===== src/rtl/uart_tx8.sv =====
// rtl/uart_tx8.sv - 8-bit UART transmitter with one-entry holding register
module uart_tx8 #(
    parameter int CLOCK_RATE = 12000000,
    parameter int BAUD_RATE  = 9600,
    parameter int PARITY     = 0,
    parameter int STOP_BITS  = 1
) (
    input  logic       clk,
    input  logic       reset,
    input  logic       txEn,
    input  logic       txStart,
    input  logic [7:0] txIn,
    output logic       txReady,
    output logic       txBusy,
    output logic       txDone,
    output logic       txOut
);

    localparam int DIV = CLOCK_RATE / BAUD_RATE;
    localparam int CW  = (DIV > 1) ? $clog2(DIV) : 1;
    localparam logic [CW-1:0] BAUD_LAST = CW'(DIV - 1);
    localparam bit PAR_EN  = (PARITY == 1) || (PARITY == 2);
    localparam bit PAR_ODD = (PARITY == 1);
    // Unsupported stop-bit counts fall back to a single stop bit.
    localparam logic [2:0] STOP_LAST = (STOP_BITS == 2) ? 3'd1 : 3'd0;

    localparam logic [2:0] S_IDLE   = 3'd0;
    localparam logic [2:0] S_START  = 3'd1;
    localparam logic [2:0] S_DATA   = 3'd2;
    localparam logic [2:0] S_PARITY = 3'd3;
    localparam logic [2:0] S_STOP   = 3'd4;

    logic [2:0]    state;
    logic [CW-1:0] baud_cnt;
    logic [2:0]    bit_cnt;
    logic [7:0]    shifter;
    logic          par_bit;
    logic [7:0]    hold_data;
    logic          hold_full;

    logic bit_end;
    logic frame_end;
    logic load;
    logic accept;

    // Bit-boundary, end-of-frame, and holding-register handshake decode.
    always_comb begin
        bit_end   = (baud_cnt == BAUD_LAST);
        frame_end = (state == S_STOP) && bit_end && (bit_cnt == STOP_LAST);
        // A new frame starts from IDLE or directly on the last stop-bit edge.
        load      = hold_full && txEn && ((state == S_IDLE) || frame_end);
        accept    = txStart && txEn && !hold_full;
        txReady   = !hold_full;
    end

    // Holding register: filled on an accepted request, emptied when the FSM loads it.
    always_ff @(posedge clk or negedge reset) begin
        if (!reset) begin
            hold_full <= 1'b0;
            hold_data <= 8'h00;
        end else if (load) begin
            hold_full <= 1'b0;
        end else if (accept) begin
            hold_full <= 1'b1;
            hold_data <= txIn;
        end
    end

    // Frame sequencer: baud timing, bit shifting and line drive.
    always_ff @(posedge clk or negedge reset) begin
        if (!reset) begin
            state    <= S_IDLE;
            baud_cnt <= '0;
            bit_cnt  <= 3'd0;
            shifter  <= 8'h00;
            par_bit  <= 1'b0;
            txOut    <= 1'b1;
            txBusy   <= 1'b0;
            txDone   <= 1'b0;
        end else begin
            txDone <= frame_end;
            if (state == S_IDLE || bit_end) begin
                baud_cnt <= '0;
            end else begin
                baud_cnt <= baud_cnt + 1'b1;
            end
            if (load) begin
                state   <= S_START;
                shifter <= hold_data;
                par_bit <= (^hold_data) ^ PAR_ODD;
                bit_cnt <= 3'd0;
                txOut   <= 1'b0;
                txBusy  <= 1'b1;
            end else begin
                case (state)
                    S_IDLE: begin
                        txOut  <= 1'b1;
                        txBusy <= 1'b0;
                    end
                    S_START: begin
                        if (bit_end) begin
                            state   <= S_DATA;
                            bit_cnt <= 3'd0;
                            txOut   <= shifter[0];
                        end
                    end
                    S_DATA: begin
                        if (bit_end) begin
                            if (bit_cnt == 3'd7) begin
                                bit_cnt <= 3'd0;
                                if (PAR_EN) begin
                                    state <= S_PARITY;
                                    txOut <= par_bit;
                                end else begin
                                    state <= S_STOP;
                                    txOut <= 1'b1;
                                end
                            end else begin
                                bit_cnt <= bit_cnt + 3'd1;
                                shifter <= {1'b0, shifter[7:1]};
                                txOut   <= shifter[1];
                            end
                        end
                    end
                    S_PARITY: begin
                        if (bit_end) begin
                            state   <= S_STOP;
                            bit_cnt <= 3'd0;
                            txOut   <= 1'b1;
                        end
                    end
                    S_STOP: begin
                        if (bit_end) begin
                            if (bit_cnt == STOP_LAST) begin
                                state  <= S_IDLE;
                                txBusy <= 1'b0;
                                txOut  <= 1'b1;
                            end else begin
                                bit_cnt <= bit_cnt + 3'd1;
                            end
                        end
                    end
                    default: begin
                        state  <= S_IDLE;
                        txBusy <= 1'b0;
                        txOut  <= 1'b1;
                    end
                endcase
            end
        end
    end

endmodule


===== config.mk =====
export PLATFORM = sky130hd
export DESIGN_NAME = uart_tx8
export DESIGN_NICKNAME = d
export VERILOG_FILES = /design/src/rtl/uart_tx8.sv
export SDC_FILE = /design/constraint.sdc
export NUM_CORES = 1
export LEC_CHECK = 0
export BUFFER_PORTS_ARGS = -buffer_cell sky130_fd_sc_hd__buf_2
export CORE_MARGIN = 2
export CORE_UTILIZATION = 50
export CTS_CLUSTER_SIZE = 14
export DETAILED_ROUTE_END_ITERATION = 16
export PLACE_DENSITY = 0.8
export SYNTH_ARGS = -nofsm -noshare
export SYNTH_HDL_FRONTEND = slang
export SYNTH_SLANG_ARGS = --single-unit

===== constraint.sdc =====
create_clock -name clk -period 3.52 [get_ports clk]
set_input_delay 0.704 -clock clk [delete_from_list [all_inputs] [get_ports clk]]
set_output_delay 0.704 -clock clk [all_outputs]
set_load 0.1 [all_outputs]

**Word-level counts from Yosys, hierarchy flattened**

Cells that the tools add are included.
Widths: inputs -> output; s select.

- Add/sub/neg operators: 2
- Eq/ne operators: 17
- Multiplexer cells: 34
- Bitwise logic cells: 1
- Reduce and logical (&&, ||, !) cells: 23

Operators by type and width:

| operator | number |
|---|---|
| $mux 3 | 13 |
| $mux 8 | 4 |
| $ne 3x3->1 const B | 6 |
| $pmux 3 s5 | 1 |
| $mux 1 | 12 |
| $add 11x1->11 const B | 1 |
| $eq 11x11->1 const B | 1 |
| $mux 11 | 1 |
| $reduce_and 5->1 | 2 |
| $pmux 3 s3 | 1 |
| $reduce_and 7->1 | 1 |
| $eq 3x2->1 const B | 2 |
| $eq 3x3->1 const B | 2 |
| $logic_and 1x1->1 | 6 |
| $logic_not 3->1 | 2 |
| $reduce_and 3->1 | 2 |
| $reduce_bool 2->1 | 3 |
| $ne 2x2->1 const B | 2 |
| $pmux 1 s4 | 1 |
| $reduce_bool 4->1 | 1 |
| $add 3x1->3 const B | 1 |
| $eq 3x1->1 const B | 1 |
| $ne 3x1->1 const B | 1 |
| $ne 3x2->1 const B | 1 |
| 8 further kinds | 9 |

- Register bits after elaboration: 37
- Input port bits: 12
- Output and inout port bits: 4
- Word-level logic and storage cells: 86

**Depth between registers and ports, before layout**

- Word-level depth: 7
- Mapped depth: 8

**Worst setup path after synthesis**

No wires, ideal clock.

- Kind: reg2reg
- Start: register hold_full
- End: register hold_data[0]
- Library setup time: 0.125 ns
- Arrival: 1.812 ns
- Required time: 3.395 ns
- Path slack: 1.583 ns
- Stages on the path, launching flop included: 4
- Period minus slack after synthesis: 1.937 ns
- Path through: dfrtp_1 -> inv_1 -> nand3_1 -> mux2_2

RTL lines:

| element | line | RTL |
|---|---|---|
| from (decl) | 39 | `logic hold_full;` |
| from (signal assigned) | 59 | `hold_full <= 1'b0;` |
| from (signal assigned) | 62 | `hold_full <= 1'b0;` |
| from (signal assigned) | 64 | `hold_full <= 1'b1;` |
| $logic_not 1->1 | -- |  |
| named net txReady | 13 | `output logic txReady,` |
| $logic_and 1x1->1 | 52 | `accept = txStart && txEn && !hold_full;` |
| $reduce_and 2->1 (no line) | -- |  |
| to (signal assigned) | 65 | `hold_data <= txIn;` |
| to (decl) | 38 | `logic [7:0] hold_data;` |

The timed path passes the listed nets, and every way through them passes these cells.
A chain may end at the register's enable or synchronous reset.

**Worst setup path in the final report**

- Start: register bit_cnt[0]
- End: register shifter[4]

- Word-level cells in the longest chain between the ends: 6

RTL lines:

| element | line | RTL |
|---|---|---|
| from (decl) | 35 | `logic [2:0] bit_cnt;` |
| from (signal assigned) | 119 | `bit_cnt <= bit_cnt + 3'd1;` |
| from (signal assigned) | 139 | `bit_cnt <= bit_cnt + 3'd1;` |
| $logic_not 3->1 | 49 | `frame_end = (state == S_STOP) && bit_end && (bit_cnt == STOP_LAST);` |
| $logic_and 1x1->1 | 49 |  |
| $logic_or 1x1->1 | 51 | `load = hold_full && txEn && ((state == S_IDLE) \|\| frame_end);` |
| $logic_and 1x1->1 | 51 |  |
| $ne 2x2->1 (no line) or $reduce_bool 2->1 (tied branches) | -- |  |
| $reduce_and 3->1 (no line) | -- |  |
| to (signal assigned) | 89 | `shifter <= hold_data;` |
| to (signal assigned) | 120 | `shifter <= {1'b0, shifter[7:1]};` |
| to (decl) | 36 | `logic [7:0] shifter;` |

Parallel ways exist; a longest one is shown, timed or not.

==> results.toml <==
[power_and_ir_drop]
power_density_nw_per_um2 = 367.6
p_leak_nw = 0.9540
p_sw_frac = 0.2201
power_frac_comb = 0.040
fin_total_pwr_mw = 0.7318
internal_power_mw = 0.5707
clockPowerShare = 0.350
peakVddDrop_mv = 0.2273
power.switching_mw = 0.1611
seq_power_share = 0.610

[finish]
syn2layout_area_growth_pct = 10.33
diodes = 0
nFillCells = 293
final_cell_mix = "36 x dfrtp_1, 17 x nor2_1, 15 x buf_2, 14 x nand2_1"
nets = 201
drive_above_1_share = 0.2270
layout_commonest_cell = "dfrtp_1"

[route]
wl_per_cell_um = 14.00
drt_iter0_drc = 120
drc_errors = 0
drt_wl_total_um = 3235
ant_nets = 0
vias = 1282
via_per_inst = 5.550
dr.pass1.iters = 4

[sta]
hold_ws_ns = 0.4309
fin_setup_tns_ns = 0
fin_crit_ns = 2.058
timing.fmax_mhz = 485.9
tightest_slew_ns = 1.177
hold_viol_final = 0
rsz0062_at_grt = "false"
fin_skew_ns = 0.007110
max_slew_margin = 0.2070
setup_viol = 0
fin_crit_sh = 0.5847
finalMaxSlewViolations = 0

[setup_path]
path_max_fanout = 16
path_class = "reg2reg"
worstPathArrival_ns = 2.26
critPathRequiredTime_ns = 3.72
crit_path_start_kind = "flip-flop"
cp-end-kind = "flip-flop"

[cts]
cts_resized = 0
cts_tree = "done"
numCtsBuffers = 5
cts_buffer_depth = 2
h-tree-depth = 2
clk_pin_slew_ns = 0.11
cts.sinks = 37
cts_root_buf = "clkbuf_4"
holdBufCountCts = 0
cts_setup_buffers = 0
clock_latency_ns = 0.34

[floorplanning]
core-area_sq_um = 3390
die_h_um = 64.07
dieArea_sq_um = 4105
rows = 21
start_util = 0.5323
pin_count = 16
die_w_um = 64.07

[placement]
hpwl_um = 2312
place.port_buffers = 15
gp_congestion = 0.9032

[synthesis]
yosys_warnings = 0
syn-cell-area_sq_um = 1804
yosys-top-cells-area = "dfrtp_1 50%, mux2_2 5.6%, mux2i_1 4.4%"
yosysSeqAreaShare = 0.5139
synth_largest_area_cell = "dfrtp_1"
synth_top_area_share = 0.4993
postSynthCellCount = 166
synth-seq-cells = 37
synth_edf_count = 0
synth_fp_nets = 183
synthDistinctLibCells = 38
syn_avg_cell_area_sq_um = 10.87
ys.flop_type = "dfrtp_1"
synthArstFlopShare = 1.000

[global_routing]
grt-ovfl-total = 0
grt_usage = 0.1815
grt_pass1_vias = 1295
grt_max_degree = 38
antenna_found_initial = 0
grt_pass1_wl_um = 5720

[min_path]
hold_class = "in2async"

[outcome]
status = "finished clean"

[flow_run]
maxCapViolations = 0
-- worst max-delay path: stages, from the launching register on --
cell and delay, ns:
dfrtp_1 0.41, inv_1 0.10, ha_1 0.17, nor2b_1 0.32, nand4_4 0.20, a21oi_2 0.51, o21ai_0 0.19
-- state kept, by name, indices dropped and copies added (netlist names) --
register	flops
txBusy	1
state	3
txOut	1
bit_cnt	3
baud_cnt	11
hold_full	1
shifter	8
txDone	1
hold_data	8
-- cells in the mapped netlist (2+ instances only) --
master	instances
dfrtp_1	36
nor2_1	17
nand2_1	14
nand3_1	11
o21ai_0	11
mux2_2	9
mux2i_1	8
inv_1	7
ha_1	5
xnor2_1	5
xor2_1	4
a21oi_1	3
clkbuf_1	3
nand4_1	3
o211ai_1	3
a21oi_2	2
and3_1	2
and3_2	2
nand2b_1	2
-- logic make-up after synthesis --
kind of cell / count (synthesis) / synth area share
adder cells (fa/ha/maj): 5 / 0.03467
AND/OR/NAND/NOR: 61 / 0.1893
flip-flops: 37 / 0.5139
multiplexers: 17 / 0.1006
buffers and inverters: 11 / 0.02358
AO/OA/AOI/OAI: 26 / 0.09432
XOR/XNOR: 9 / 0.04369
-- power groups by stage --
stage	clock network (mW)	logic, mW	registers [mW]
5_1_grt	0.278	0.0331	0.449
3_3_place_gp	0	0.0283	0.454
6_report	0.256	0.0289	0.447
2_1_floorplan	0	0.0134	0.453
4_1_cts	0.263	0.0301	0.447
3_5_place_dp	0	0.0301	0.455
-- layout make-up --
| cell class | count | area (sq um) | share of cell area |
|---|---|---|---|
| Sequential cell | 37 | 927.1 | 0.4657 |
| Multi-Input combinational cell | 118 | 834.6 | 0.4192 |
| Timing Repair Buffer | 15 | 75.07 | 0.03771 |
| Clock buffer | 7 | 65.06 | 0.03268 |
| Tap cell | 46 | 57.56 | 0.02891 |
| Inverter | 7 | 26.28 | 0.01320 |
| Clock inverter | 1 | 5.005 | 0.002514 |
-- worst paths after layout --
path | startpoint | end | slack [ns] | cells past startpoint
worst max register to register | bit_cnt[0] | shifter[4] | 1.46 | 6
max in group asynchronous | reset | hold_data[5] | 2.58 | 1
min in group clk | hold_data[2] | shifter[2] | 0.49 | 2
worst max-delay path | bit_cnt[0] | shifter[4] | 1.46 | 6
worst min register to register | hold_data[2] | shifter[2] | 0.49 | 2
worst min-delay path | reset | state[2] | 0.43 | 1
-- stage by stage --
| step | worst slack [ns] | util | cell area (sq um) | std cells |
|---|---|---|---|---|
| after global placement | 1.537 | 0.5666 | 1921 | 223 |
| after floorplan | 1.583 | - | 1804 | 166 |
| after CTS | 1.465 | 0.5873 | 1991 | 231 |
| final | 1.462 | 0.5873 | 1991 | 231 |
| after detailed placement | 1.485 | 0.5666 | 1921 | 223 |
| after global routing | 1.251 | 0.5873 | 1991 | 231 |
-- per-layer routing --
| metal | GRT usage | wire (um) | vias to the layer above |
|---|---|---|---|
| li1 | - | - | 624 |
| met1 | 0.2299 | 1476 | 626 |
| met2 | 0.2878 | 1571 | 26 |
| met3 | 0.06338 | 143 | 6 |
| met4 | 0.06522 | 45 | 0 |
| met5 | 0 | 0 | - |
Power figures use the tool's default switching activity.
